### src/rtl/vr16_imem_loader_if.sv
// Byte-stream input and instruction-memory write port of the vr16 boot loader.
// The slave modport is the loader side; the master modport is the stream source / memory side.
interface vr16_imem_loader_if #(
  parameter int ADDR_WIDTH = 8
);
  logic [7:0]            in_byte;
  logic                  in_valid;
  logic                  in_ready;
  logic                  imem_we;
  logic [ADDR_WIDTH-1:0] imem_addr;
  logic [15:0]           imem_wdata;

  modport master (
    output in_byte, in_valid,
    input  in_ready, imem_we, imem_addr, imem_wdata
  );

  modport slave (
    input  in_byte, in_valid,
    output in_ready, imem_we, imem_addr, imem_wdata
  );
endinterface

### src/rtl/vr16_imem_loader.sv
// Boot-time loader: length-prefixed big-endian word stream into instruction memory, holding the CPU in reset until done.
// Optional trailing XOR checksum byte is enabled by defining VR16_LOADER_CHECKSUM_EN.
module vr16_imem_loader #(
  parameter int ADDR_WIDTH     = 8,
  parameter int TIMEOUT_CYCLES = 1024
) (
  input  logic              global_clk,
  input  logic              global_reset_n,
  input  logic              start,
  vr16_imem_loader_if.slave bus,
  output logic              cpu_reset,
  output logic              busy,
  output logic              done,
  output logic              error,
  output logic [1:0]        err_code
);
  localparam int TW = $clog2(TIMEOUT_CYCLES + 1);
  localparam logic [TW-1:0] TMO_LAST  = TW'(TIMEOUT_CYCLES - 1);
  localparam logic [16:0]   MAX_WORDS = 17'(1) << ADDR_WIDTH;

  typedef enum logic [3:0] {
    ST_IDLE    = 4'd0,
    ST_LEN_HI  = 4'd1,
    ST_LEN_LO  = 4'd2,
    ST_DATA_HI = 4'd3,
    ST_DATA_LO = 4'd4,
    ST_FLUSH   = 4'd5,
    ST_DONE    = 4'd6,
    ST_ERR     = 4'd7
`ifdef VR16_LOADER_CHECKSUM_EN
    , ST_CSUM  = 4'd8
`endif
  } state_t;

  function automatic logic rx_state(input state_t s);
    case (s)
      ST_LEN_HI, ST_LEN_LO, ST_DATA_HI, ST_DATA_LO: rx_state = 1'b1;
`ifdef VR16_LOADER_CHECKSUM_EN
      ST_CSUM:                                      rx_state = 1'b1;
`endif
      default:                                      rx_state = 1'b0;
    endcase
  endfunction

  state_t                state_r, state_s;
  logic                  in_ready_r, busy_r, done_r, error_r, cpu_reset_r;
  logic [1:0]            err_code_r, code_s;
  logic                  imem_we_r;
  logic [ADDR_WIDTH-1:0] imem_addr_r;
  logic [15:0]           imem_wdata_r;
  logic [7:0]            len_hi_r, hi_r;
  logic [15:0]           len_r, idx_r, len_s;
  logic [TW-1:0]         tmo_r;
  logic                  accept_s, stall_s, timeout_s, load_s, last_s;
`ifdef VR16_LOADER_CHECKSUM_EN
  logic [7:0]            csum_r;
`endif

  // Next-state and error-code decode.
  always_comb begin
    state_s   = state_r;
    code_s    = err_code_r;
    load_s    = 1'b0;
    accept_s  = in_ready_r && bus.in_valid;
    stall_s   = in_ready_r && !bus.in_valid;
    timeout_s = stall_s && (tmo_r == TMO_LAST);
    len_s     = {len_hi_r, bus.in_byte};
    last_s    = (idx_r == (len_r - 16'd1));
    case (state_r)
      ST_IDLE, ST_DONE, ST_ERR: begin
        if (start) begin
          state_s = ST_LEN_HI;
          code_s  = 2'b00;
          load_s  = 1'b1;
        end else begin
          state_s = state_r;
        end
      end
      ST_LEN_HI: begin
        if (accept_s) begin
          state_s = ST_LEN_LO;
        end else if (timeout_s) begin
          state_s = ST_ERR;
          code_s  = 2'b10;
        end else begin
          state_s = state_r;
        end
      end
      ST_LEN_LO: begin
        if (accept_s) begin
          if (len_s == 16'd0) begin
`ifdef VR16_LOADER_CHECKSUM_EN
            state_s = ST_CSUM;
`else
            state_s = ST_DONE;
`endif
          end else if ({1'b0, len_s} > MAX_WORDS) begin
            state_s = ST_ERR;
            code_s  = 2'b01;
          end else begin
            state_s = ST_DATA_HI;
          end
        end else if (timeout_s) begin
          state_s = ST_ERR;
          code_s  = 2'b10;
        end else begin
          state_s = state_r;
        end
      end
      ST_DATA_HI: begin
        if (accept_s) begin
          state_s = ST_DATA_LO;
        end else if (timeout_s) begin
          state_s = ST_ERR;
          code_s  = 2'b10;
        end else begin
          state_s = state_r;
        end
      end
      ST_DATA_LO: begin
        if (accept_s) begin
          if (last_s) begin
`ifdef VR16_LOADER_CHECKSUM_EN
            state_s = ST_CSUM;
`else
            state_s = ST_FLUSH;
`endif
          end else begin
            state_s = ST_DATA_HI;
          end
        end else if (timeout_s) begin
          state_s = ST_ERR;
          code_s  = 2'b10;
        end else begin
          state_s = state_r;
        end
      end
      // FLUSH covers the final write strobe so the CPU is released only afterwards.
      ST_FLUSH: state_s = ST_DONE;
`ifdef VR16_LOADER_CHECKSUM_EN
      ST_CSUM: begin
        if (accept_s) begin
          if (bus.in_byte == csum_r) begin
            state_s = ST_DONE;
          end else begin
            state_s = ST_ERR;
            code_s  = 2'b11;
          end
        end else if (timeout_s) begin
          state_s = ST_ERR;
          code_s  = 2'b10;
        end else begin
          state_s = state_r;
        end
      end
`endif
      default: state_s = ST_IDLE;
    endcase
  end

  // State register.
  always_ff @(posedge global_clk or negedge global_reset_n) begin
    if (!global_reset_n) state_r <= ST_IDLE;
    else                 state_r <= state_s;
  end

  // Status outputs registered from the next state so they line up with it.
  always_ff @(posedge global_clk or negedge global_reset_n) begin
    if (!global_reset_n) begin
      in_ready_r  <= 1'b0;
      busy_r      <= 1'b0;
      done_r      <= 1'b0;
      error_r     <= 1'b0;
      cpu_reset_r <= 1'b1;
      err_code_r  <= 2'b00;
    end else begin
      in_ready_r  <= rx_state(state_s);
      busy_r      <= rx_state(state_s) || (state_s == ST_FLUSH);
      done_r      <= (state_s == ST_DONE);
      error_r     <= (state_s == ST_ERR);
      cpu_reset_r <= (state_s != ST_DONE);
      err_code_r  <= code_s;
    end
  end

  // Length capture, word assembly and the memory write port.
  always_ff @(posedge global_clk or negedge global_reset_n) begin
    if (!global_reset_n) begin
      len_hi_r     <= 8'h00;
      len_r        <= 16'h0000;
      hi_r         <= 8'h00;
      idx_r        <= 16'h0000;
      imem_we_r    <= 1'b0;
      imem_addr_r  <= {ADDR_WIDTH{1'b0}};
      imem_wdata_r <= 16'h0000;
    end else begin
      if (accept_s && (state_r == ST_LEN_HI)) len_hi_r <= bus.in_byte;
      if (accept_s && (state_r == ST_LEN_LO)) len_r    <= len_s;
      if (accept_s && (state_r == ST_DATA_HI)) hi_r    <= bus.in_byte;
      if (load_s) begin
        idx_r <= 16'h0000;
      end else if (accept_s && (state_r == ST_DATA_LO)) begin
        idx_r <= idx_r + 16'd1;
      end
      if (accept_s && (state_r == ST_DATA_LO)) begin
        imem_we_r    <= 1'b1;
        imem_addr_r  <= idx_r[ADDR_WIDTH-1:0];
        imem_wdata_r <= {hi_r, bus.in_byte};
      end else begin
        imem_we_r    <= 1'b0;
      end
    end
  end

  // Stall counter: cleared on each accepted byte and on every state change.
  always_ff @(posedge global_clk or negedge global_reset_n) begin
    if (!global_reset_n)                        tmo_r <= {TW{1'b0}};
    else if ((state_s != state_r) || accept_s)  tmo_r <= {TW{1'b0}};
    else if (stall_s)                           tmo_r <= tmo_r + TW'(1);
    else                                        tmo_r <= tmo_r;
  end

`ifdef VR16_LOADER_CHECKSUM_EN
  function automatic logic [7:0] csum_fold(input logic [7:0] acc, input logic [7:0] b);
    return acc ^ b;
  endfunction

  // Running XOR over data bytes only.
  always_ff @(posedge global_clk or negedge global_reset_n) begin
    if (!global_reset_n) csum_r <= 8'h00;
    else if (load_s)     csum_r <= 8'h00;
    else if (accept_s && ((state_r == ST_DATA_HI) || (state_r == ST_DATA_LO)))
                         csum_r <= csum_fold(csum_r, bus.in_byte);
    else                 csum_r <= csum_r;
  end
`endif

  assign bus.in_ready   = in_ready_r;
  assign bus.imem_we    = imem_we_r;
  assign bus.imem_addr  = imem_addr_r;
  assign bus.imem_wdata = imem_wdata_r;
  assign cpu_reset      = cpu_reset_r;
  assign busy           = busy_r;
  assign done           = done_r;
  assign error          = error_r;
  assign err_code       = err_code_r;
endmodule
### src/flat_wrapper.sv
// flat-port wrapper written by rule: the top's interface ports become plain ports
module vr16_imem_loader_flat 
#(
  parameter int ADDR_WIDTH     = 8,
  parameter int TIMEOUT_CYCLES = 1024
)
  (global_clk, global_reset_n, start, cpu_reset, busy, done, error, err_code, bus_in_byte, bus_in_valid, bus_in_ready, bus_imem_we, bus_imem_addr, bus_imem_wdata);
  vr16_imem_loader_if #(.ADDR_WIDTH(ADDR_WIDTH)) bus_i ();
  input  logic global_clk;
  input  logic global_reset_n;
  input  logic start;
  output logic cpu_reset;
  output logic busy;
  output logic done;
  output logic error;
  output logic [1:0] err_code;
  input wire logic [$bits(bus_i.in_byte)-1:0] bus_in_byte;
  input wire logic [$bits(bus_i.in_valid)-1:0] bus_in_valid;
  output wire logic [$bits(bus_i.in_ready)-1:0] bus_in_ready;
  output wire logic [$bits(bus_i.imem_we)-1:0] bus_imem_we;
  output wire logic [$bits(bus_i.imem_addr)-1:0] bus_imem_addr;
  output wire logic [$bits(bus_i.imem_wdata)-1:0] bus_imem_wdata;
  assign bus_i.in_byte = bus_in_byte;
  assign bus_i.in_valid = bus_in_valid;
  assign bus_in_ready = bus_i.in_ready;
  assign bus_imem_we = bus_i.imem_we;
  assign bus_imem_addr = bus_i.imem_addr;
  assign bus_imem_wdata = bus_i.imem_wdata;
  vr16_imem_loader #(.ADDR_WIDTH(ADDR_WIDTH), .TIMEOUT_CYCLES(TIMEOUT_CYCLES)) u_core (.global_clk(global_clk), .global_reset_n(global_reset_n), .start(start), .bus(bus_i), .cpu_reset(cpu_reset), .busy(busy), .done(done), .error(error), .err_code(err_code));
endmodule
### config.mk
export PLATFORM = sky130hd
export DESIGN_NAME = vr16_imem_loader_flat
export DESIGN_NICKNAME = d
export VERILOG_FILES = /design/src/rtl/vr16_imem_loader_if.sv /design/src/rtl/vr16_imem_loader.sv /design/src/flat_wrapper.sv
export SDC_FILE = /design/constraint.sdc
export NUM_CORES = 1
export LEC_CHECK = 0
export ABC_AREA = 1
export BUFFER_PORTS_ARGS = -buffer_cell sky130_fd_sc_hd__buf_2
export CAP_MARGIN = 20
export CORE_MARGIN = 4
export CORE_UTILIZATION = 55
export CTS_BUF_LIST = sky130_fd_sc_hd__clkbuf_16
export DETAILED_ROUTE_END_ITERATION = 12
export MAX_ROUTING_LAYER = met4
export PLACE_DENSITY_LB_ADDON = 0.3
export SETUP_SLACK_MARGIN = 0.02
export SYNTH_ARGS = -nofsm -noshare
export SYNTH_HDL_FRONTEND = slang
export SYNTH_SLANG_ARGS = --single-unit
### constraint.sdc
create_clock -name global_clk -period 2.86 [get_ports global_clk]
set_input_delay 0.143 -clock global_clk [delete_from_list [all_inputs] [get_ports global_clk]]
set_output_delay 0.143 -clock global_clk [all_outputs]
set_load 0.03 [all_outputs]
==> flow_summary.toml, run 1 <==
[critical_path]
criticalPathCategory = "reg2reg"
crit_top_cell = "nand2_1"
r2r_slack_ps = 380
start_kind = "flip-flop"
crit_chain = "inv_1 > ha_1 > nand2_1 > nor2_2 > nand2_1 > nand2_1 > nand2_1 > inv_1 > nand3_1 > nor2_2 > nand4_2 > nand3_2 > nand4_2 > nor2_2"
cp.required_ps = 3120
crit_fanout = 11
rr_startpoint = "u_core.len_r[0]"
r2r_end = "u_core.tmo_r[1]"
slowest_stage = "dfrtp_1"
max_stage_delay_ps = 370
arrival_ps = 2750
ff2ff_path_depth = 14
end_kind = "flip-flop"

[logic_synthesis]
synth_top_cell_by_area = "dfrtp_1"
yosysWarnings = 0
seq_area_frac_synth_pct = 49.42
yosysMostFrequentCell = "nand2_1"
syn_area_um2 = 4813
synthArstFlopShare_pct = 100.0
syn_nets = 613
syn_area_per_cell_um2 = 8.049
ys_ff_latch = 95
ys_types = 41
synth_commonest_cells = "nand2_1, dfrtp_1, inv_1, o21ai_0, nor2_1"
synthTopCellsByArea = "dfrtp_1, nand2_1, o21ai_0, inv_1, nor2_1"
synthFlopType = "dfrtp_1"
netlist.area_leader.share_pct = 48.87
synth_edf_count = 0
synthCells = 598

[clocking]
cts.sinks = 95
numCtsBuffers = 9
cts_root_buf = "clkbuf_16"
clockBufferDepth = 2
clock_latency_ps = 350
h-tree-depth = 3
post_cts_buffers = 0
path_clk_slew_ps = 70
cts_tree = "built"

[run]
maxCapViolations = 0

[hold_path]
min_to = "u_core.hi_r[7]"
hp-class = "in2reg"
holdPathStages = 3
holdCritStartpoint = "bus_in_byte[7]"

[placement]
dp.cells = 737
place_area_um2 = 5135
place_congestion = 1.003
port_buffers = 43
dpl.hpwl_mm = 7.629

[cells_and_area]
final_nets = 659
fin_cells = 754
diodes = 0
drive_above_1_share_pct = 17.10
fin_area_um2 = 5446
area_growth_pct = 13.15

[sta]
finalCriticalPeriod_ps = 2481
fmax_ghz = 0.4031
rsz0062_at_grt = "false"
min_period_over_period_pct = 86.75
worst_pin_slew_ps = 567.2
worst_slew_margin_rel_pct = 62.14
finalSetupViolCount = 0
setup_tns_ps = 0
whs_ps = 33.67
maxSlewViolCount = 0
fin_skew_ps = 10.97
final_hold_viol_count = 0

[route]
drt_first_pass_iters = 5
drc = 0
drtAntennaViolNets = 0
wirelength_mm = 10.35
viasPerCell = 5.324
routedWlPerCell_um = 13.73
num_vias = 4014
dr.first_iter.drc_count = 215

[grt]
grt-ovfl-total = 0
grt_pass1_vias = 3929
grt_max_degree = 41
grt_use_total_pct = 23.26
antenna_found_initial = 0
grt_pass1_wl_mm = 18.44

[floorplan]
die_area_um2 = 10310
initial_utilization_pct = 57.43
num_io_pins = 44
rows = 33
die_y_um = 101.6
die_x_um = 101.6
coreArea_um2 = 8382

[power_and_ir_drop]
power_density_nw_per_um2 = 658.6
p_leak_uw = 0.002789
peakVddDrop_v = 0.0004059

[run_status]
status = "complete, no violations"
-- state kept, by name, indices dropped and copies added (netlist names) --
register and cells:
u_core.done 1, u_core.bus.in_ready 1, u_core.state_r 4, u_core.len_r 16, u_core.bus.imem_wdata 16, u_core.len_hi_r 8, u_core.error 1, u_core.idx_r 16
u_core.cpu_reset 1, u_core.tmo_r 11, u_core.err_code 2, u_core.busy 1, u_core.bus.imem_we 1, u_core.bus.imem_addr 8, u_core.hi_r 8
-- area by class of cell --
type / instances / area, um^2
multi-input combinational: 417 / 2096
sequential: 95 / 2379
fill: 713 / 2935
clock buffer: 9 / 225.2
tap: 105 / 131.4
clock inverter: 7 / 76.32
timing repair buffer: 50 / 272.8
inverter: 71 / 266.5
-- per-layer routing --
metal  track usage [%]  share of wire (%)
met5                 -                  0
met4             7.975                1.6
met3             2.824                4.1
met2             36.87                 48
met1             31.15                 47
-- critical path, delay by kind of cell, from the launching register on --
kind	cells	cell delay, ps
adders and majority gates	1	260
DFF	1	370
and+or+nand+nor	11	1580
buffers and inverters	2	210
-- cells in the final DEF, fill, tap and decap left out, drive strengths merged, types with 5 or more instances in the layout --
cell    Yosys  layout
clkbuf     11       9
buf         4      49
nor3       13      13
xnor2       7       7
dfrtp      94      94
clkinv      1       5
o21ai      66      66
inv        70      73
nor2       72      72
nand4       6       6
a21oi      18      18
nand3      36      36
nand2     165     165
xor2       15      15
-- kinds of logic after synthesis --
kind of cell / count (synthesis) / synth area share (%)
mux: 1 / 0.2080
flops: 95 / 49.42
compound gates: 94 / 10.32
xor+xnor: 22 / 4.003
buf+inv: 86 / 7.044
fa+ha+maj: 3 / 0.7799
other cells: 1 / 0.07791
simple gates: 296 / 28.15
-- worst max-delay path by stage --
| stage | startpoint | to | slack (ps) | cells after the start |
|---|---|---|---|---|
| final | u_core.len_r[0] | u_core.tmo_r[1] | 380 | 14 |
| after global routing | u_core.len_r[0] | u_core.tmo_r[1] | 100 | 14 |
| after CTS | u_core.len_r[0] | u_core.tmo_r[1] | 370 | 14 |
| after detailed placement | u_core.len_r[0] | u_core.tmo_r[6] | 380 | 14 |
| after global placement | u_core.len_r[0] | u_core.tmo_r[0] | 480 | 14 |
| after floorplan | u_core.len_r[0] | u_core.tmo_r[7] | 860 | 16 |
-- through the flow --
stage,total power (uW),util [%],worst slack (ps)
2_1_floorplan,2192,-,862.3
3_3_place_gp,2383,61.26,483.9
3_5_place_dp,2397,61.26,381.7
4_1_cts,3614,64.98,367.8
5_1_grt,3807,64.98,102.7
6_report,3587,64.98,379.0
-- power by group --
part,internal (uW),switching (uW)
sequential,1490,134
combinational,250,510
clock,621,586
total,2360,1230
-- repair_timing --
item	CTS	global route
resized for setup	0	0
hold buffers	1	0
hold endpoints to repair	38	0
No activity file was read; power rests on OpenSTA's default activity.
==> run 2: changes to the inputs <==
--- a/config.mk
+++ b/config.mk
@@ -12,6 +12,7 @@
 export CORE_UTILIZATION = 55
 export CTS_BUF_LIST = sky130_fd_sc_hd__clkbuf_16
 export DETAILED_ROUTE_END_ITERATION = 12
+export HOLD_SLACK_MARGIN = 0.1
 export MAX_ROUTING_LAYER = met4
 export PLACE_DENSITY_LB_ADDON = 0.3
 export SETUP_SLACK_MARGIN = 0.02
==> constraint.sdc (replaced) <==
create_clock -name global_clk -period 3.09 [get_ports global_clk]
set_input_delay 0.1545 -clock global_clk [delete_from_list [all_inputs] [get_ports global_clk]]
set_output_delay 0.1545 -clock global_clk [all_outputs]
set_load 0.03 [all_outputs]
==> flow_summary.toml, run 2 (synthesis gave the netlist of run 1 again) <==
[run_status]
status = "complete, no violations"

[clocking]
post_cts_buffers = 0
cts.sinks = 95
clockBufferDepth = 2
path_clk_slew_ps = 80
numCtsBuffers = 9
h-tree-depth = 3
cts_tree = "built"
cts_root_buf = "clkbuf_16"
clock_latency_ps = 350
post_cts_resized = 0

[power_and_ir_drop]
p_comb_share_pct = 21.2
power_density_nw_per_um2 = 607.6
peakVddDrop_v = 0.0003334
p_leak_uw = 0.002808
p_seq_share_pct = 45.0
p_switching_uw = 1152
clkPwrFrac_pct = 33.8
internal_power_uw = 2188
power_uw = 3340
sw_frac_of_total_pct = 34.49

[grt]
grt_pass1_wl_mm = 18.44
grt_use_total_pct = 23.29
grt_pass1_vias = 4046
antenna_found_initial = 0
grt-ovfl-total = 0
grt_max_degree = 47

[critical_path]
end_kind = "flip-flop"
arrival_ps = 2800
criticalPathCategory = "reg2reg"
start_kind = "flip-flop"
crit_fanout = 11
cp.required_ps = 3350

[cells_and_area]
fin_area_um2 = 5497
diodes = 0
drive_above_1_share_pct = 16.85
mostFrequentLayoutCells = "nand2_1, dfrtp_1, inv_1"
area_growth_pct = 14.19
final_nets = 663
final_common_cell = "nand2_1"

[sta]
maxSlewViolCount = 0
whs_ps = 162.8
final_hold_viol_count = 0
rsz0062_at_grt = "false"
finalSetupViolCount = 0
worst_pin_slew_ps = 568.7
fin_skew_ps = 11.57
finalCriticalPeriod_ps = 2542
setup_tns_ps = 0
fmax_ghz = 0.3934
worst_slew_margin_rel_pct = 62.08
min_period_over_period_pct = 82.26

[floorplan]
die_x_um = 101.6
rows = 33
coreArea_um2 = 8382
die_area_um2 = 10310
num_io_pins = 44
die_y_um = 101.6
initial_utilization_pct = 57.43

[route]
num_vias = 3992
drt_first_pass_iters = 4
wirelength_mm = 10.47
dr.first_iter.drc_count = 166
drc = 0
viasPerCell = 5.266
drtAntennaViolNets = 0
routedWlPerCell_um = 13.81

[placement]
place_area_um2 = 5127
port_buffers = 43
dpl.hpwl_mm = 7.813
place_congestion = 0.9324

[hold_path]
hp-class = "in2reg"

[run]
maxCapViolations = 0
## run 2: cell types whose count changed in the layout (fill, tap and decap cells not counted)
cell	change
clkinv_4	-1
clkinv_8	+1
dlygate4sd3_1	+5
buf_4	-1
## run 2: metrics by stage
step | utilization [%] | instances | worst slack (ps)
CTS | 65.58 | 758 | 545.2
floorplan | - | 598 | 1092
detailed placement | 61.17 | 736 | 622.7
global placement | 61.17 | 736 | 748.8
finish | 65.58 | 758 | 548.2
global route | 65.58 | 758 | 292.6
## run 2: per-layer routing
layer / track usage (%) / part of all wire, % / up-vias
li1: - / - / 2013
met1: 29.64 / 46 / 1912
met2: 38.53 / 49 / 54
met3: 4.270 / 2.9 / 13
met4: 6.135 / 1.2 / 0
met5: - / 0 / -
## run 2: layout make-up
class                           count  area, um^2
Multi-Input combinational cell    417        2096
Clock inverter                      7       83.83
Inverter                           71       266.5
Fill cell                         728        2885
Clock buffer                        9       225.2
Tap cell                          105       131.4
Timing Repair Buffer               54       315.3
Sequential cell                    95        2379
## run 2: critical path: stages, from the launching register on
cell     delay [ps]
dfrtp_1         380
inv_1           160
ha_1            270
inv_1            70
nor2_1          130
nand2_1          90
nand3_1          90
nand2_1          70
nor2_1          130
nand2_1          80
nor2_2          110
nand4_2         170
nand3_2         110
nand4_2         380
nor2_2          220
## run 2: worst paths after layout
kind                                          startpoint                  endpoint  slack [ps]  depth (start not counted)
worst max-delay path                     u_core.len_r[0]           u_core.tmo_r[7]         550                         14
worst min-delay path                      bus_in_byte[2]            u_core.hi_r[2]         160                          3
worst max register to register           u_core.len_r[0]           u_core.tmo_r[7]         550                         14
worst min register to register  u_core.bus.imem_wdata[9]  u_core.bus.imem_wdata[9]         480                          2
max in group asynchronous                 global_reset_n          u_core.cpu_reset        1940                          3
min in group asynchronous                 global_reset_n   u_core.bus.imem_addr[4]         340                          2
## run 2: power groups by stage
| stage | combinational [uW] | clock [uW] | sequential, uW |
|---|---|---|---|
| 4_1_cts | 712 | 1140 | 1500 |
| 3_5_place_dp | 701 | 0 | 1520 |
| 5_1_grt | 814 | 1200 | 1520 |
| 2_1_floorplan | 492 | 0 | 1540 |
| 6_report | 709 | 1130 | 1500 |
| 3_3_place_gp | 686 | 0 | 1520 |
## run 2: timing repair
item | CTS | global route
hold buffers | 6 | 0
setup endpoints to repair | 0 | 0
endpoints found under the hold margin | 49 | 0
==> run 3: changes to the inputs <==
==> constraint.sdc (replaced) <==
create_clock -name global_clk -period 2.35 [get_ports global_clk]
set_input_delay 0.1175 -clock global_clk [delete_from_list [all_inputs] [get_ports global_clk]]
set_output_delay 0.1175 -clock global_clk [all_outputs]
set_load 0.03 [all_outputs]
==> flow_summary.toml, run 3 (synthesis gave the netlist of run 1 again) <==
[cells_and_area]
final_nets = 671
final_common_cell = "nand2_1"
seqCellArea_um2 = 2379
diodes = 0
drive_above_1_share_pct = 19.21
multi_input_area_um2 = 2170
area_growth_pct = 17.44
final_core_util_pct = 67.44
fin_cells = 766
fillers = 683
mostFrequentLayoutCells = "nand2_1, dfrtp_1, inv_1"

[critical_path]
crit_chain = "inv_1 > ha_2 > xnor2_1 > nor2_1 > nand2_1 > nor2_1 > nand3_1 > nor2_4 > nand3_1 > nand2_1 > nand2_1 > nand2_2 > nand2_1 > nand3_1 > inv_1"
cp.required_ps = 2590
arrival_ps = 2400
crit_fanout = 4
crit_buf_inv = 2
end_kind = "flip-flop"
criticalPathCategory = "reg2reg"
slowest_stage = "dfrtp_1"
max_stage_delay_ps = 400
crit_family = "simple AND/OR/NAND/NOR gates"
crit_top_cell = "nand2_1"
start_kind = "flip-flop"

[floorplan]
num_io_pins = 44
rows = 33
initial_utilization_pct = 57.43
coreArea_um2 = 8382
die_area_um2 = 10310
die_x_um = 101.6
die_y_um = 101.6

[placement]
dp.cells = 739
place_ws_ps = -65.54
dpl.hpwl_mm = 7.589
place_congestion = 0.9458
port_buffers = 43

[sta]
fin_skew_ps = 9.919
finalCriticalPeriod_ps = 2161
min_period_over_period_pct = 91.96
fmax_ghz = 0.4628
worst_pin_slew_ps = 950.7
finalSetupViolCount = 0
rsz0062_at_grt = "true"
final_hold_viol_count = 0
maxSlewViolCount = 0
timing.final.ws_setup_ps = 189.0
whs_ps = 141.6
worst_slew_margin_rel_pct = 36.62

[power_and_ir_drop]
peakVddDrop_v = 0.0004856
power_density_nw_per_um2 = 808.8
p_leak_uw = 0.002855

[hold_path]
hp-class = "in2reg"

[route]
drtAntennaViolNets = 0
num_vias = 4087
viasPerCell = 5.336
wirelength_mm = 11.02
routedWlPerCell_um = 14.38
drc = 0
dr.first_iter.drc_count = 228
drt_first_pass_iters = 5

[clocking]
path_clk_slew_ps = 70
numCtsBuffers = 9
cts_root_buf = "clkbuf_16"
cts.sinks = 95
cts_tree = "built"
clock_latency_ps = 350
h-tree-depth = 3
clockBufferDepth = 2

[grt]
grt_use_total_pct = 23.21
antenna_found_initial = 0
grt_pass1_wl_mm = 18.39
grt_max_degree = 77
grt-ovfl-total = 0
grt_pass1_vias = 3940

[run_status]
status = "complete, no violations"

[run]
maxCapViolations = 0
[run 3: changes by cell type in the layout (fill, tap and decap cells not counted), sizes merged]
cell / change
bufinv: +1
clkinv: -2
nand4: +1
buf: +7
clkinvlp: +1
[run 3: what timing repair did]
action                                  4_1_cts  5_1_grt
endpoints found under the setup margin       11       20
resized for setup                             1       14
gates cloned                                  0        1
setup buffers                                 0        4
endpoints found under the hold margin        78        0
hold buffers                                  6        0
pin swaps                                     0        4
[run 3: tightest hold or removal path: stages]
cell     delay [ps]
buf_2            70
inv_1            90
o21ai_0         170
[run 3: layout make-up]
type / instances / share of cell area (%)
Sequential cell: 95 / 42.08
Multi-Input combinational cell: 418 / 38.38
Timing Repair Buffer: 61 / 6.729
Inverter: 71 / 4.781
Clock buffer: 9 / 3.984
Tap cell: 105 / 2.324
Clock inverter: 7 / 1.726
[run 3: per-stage QoR]
stage | setup TNS, ps | cell area (um^2) | total power (uW)
global placement | 0 | 5162 | 2891
floorplan | 0 | 4813 | 2667
finish | 0 | 5653 | 4572
global route | -6.486 | 5653 | 4820
CTS | 0 | 5554 | 4507
detailed placement | -575.3 | 5162 | 2922
[run 3: report_power, final]
group          total (uW)  switching [uW]  leakage [uW]  internal, uW
Combinational        1030             680       0.00141           347
Clock                1550             691      0.000159           862
Sequential           1990             182       0.00128          1810
Total                4570            1550       0.00286          3020
[run 3: path summary, 6_finish.rpt]
path                                             end  slack, ps       startpoint  cells after the start
setup / recovery                         u_core.done        190  u_core.len_r[1]                     15
hold / removal                        u_core.hi_r[4]        140   bus_in_byte[4]                      3
setup reg to reg                         u_core.done        190  u_core.len_r[1]                     15
hold reg to reg            u_core.bus.imem_wdata[11]        470   u_core.hi_r[3]                      2
max in group asynchronous  u_core.bus.imem_wdata[15]       1140   global_reset_n                      3
min in group asynchronous    u_core.bus.imem_addr[2]        450   global_reset_n                      2
[run 3: routing by layer]
layer / GRT usage, % / share of wire [%] / vias up
met5: - / 0 / -
met4: 6.953 / 1.2 / 0
met3: 3.306 / 4.6 / 14
met2: 35.31 / 48 / 109
met1: 32.50 / 47 / 1932
li1: - / - / 2032
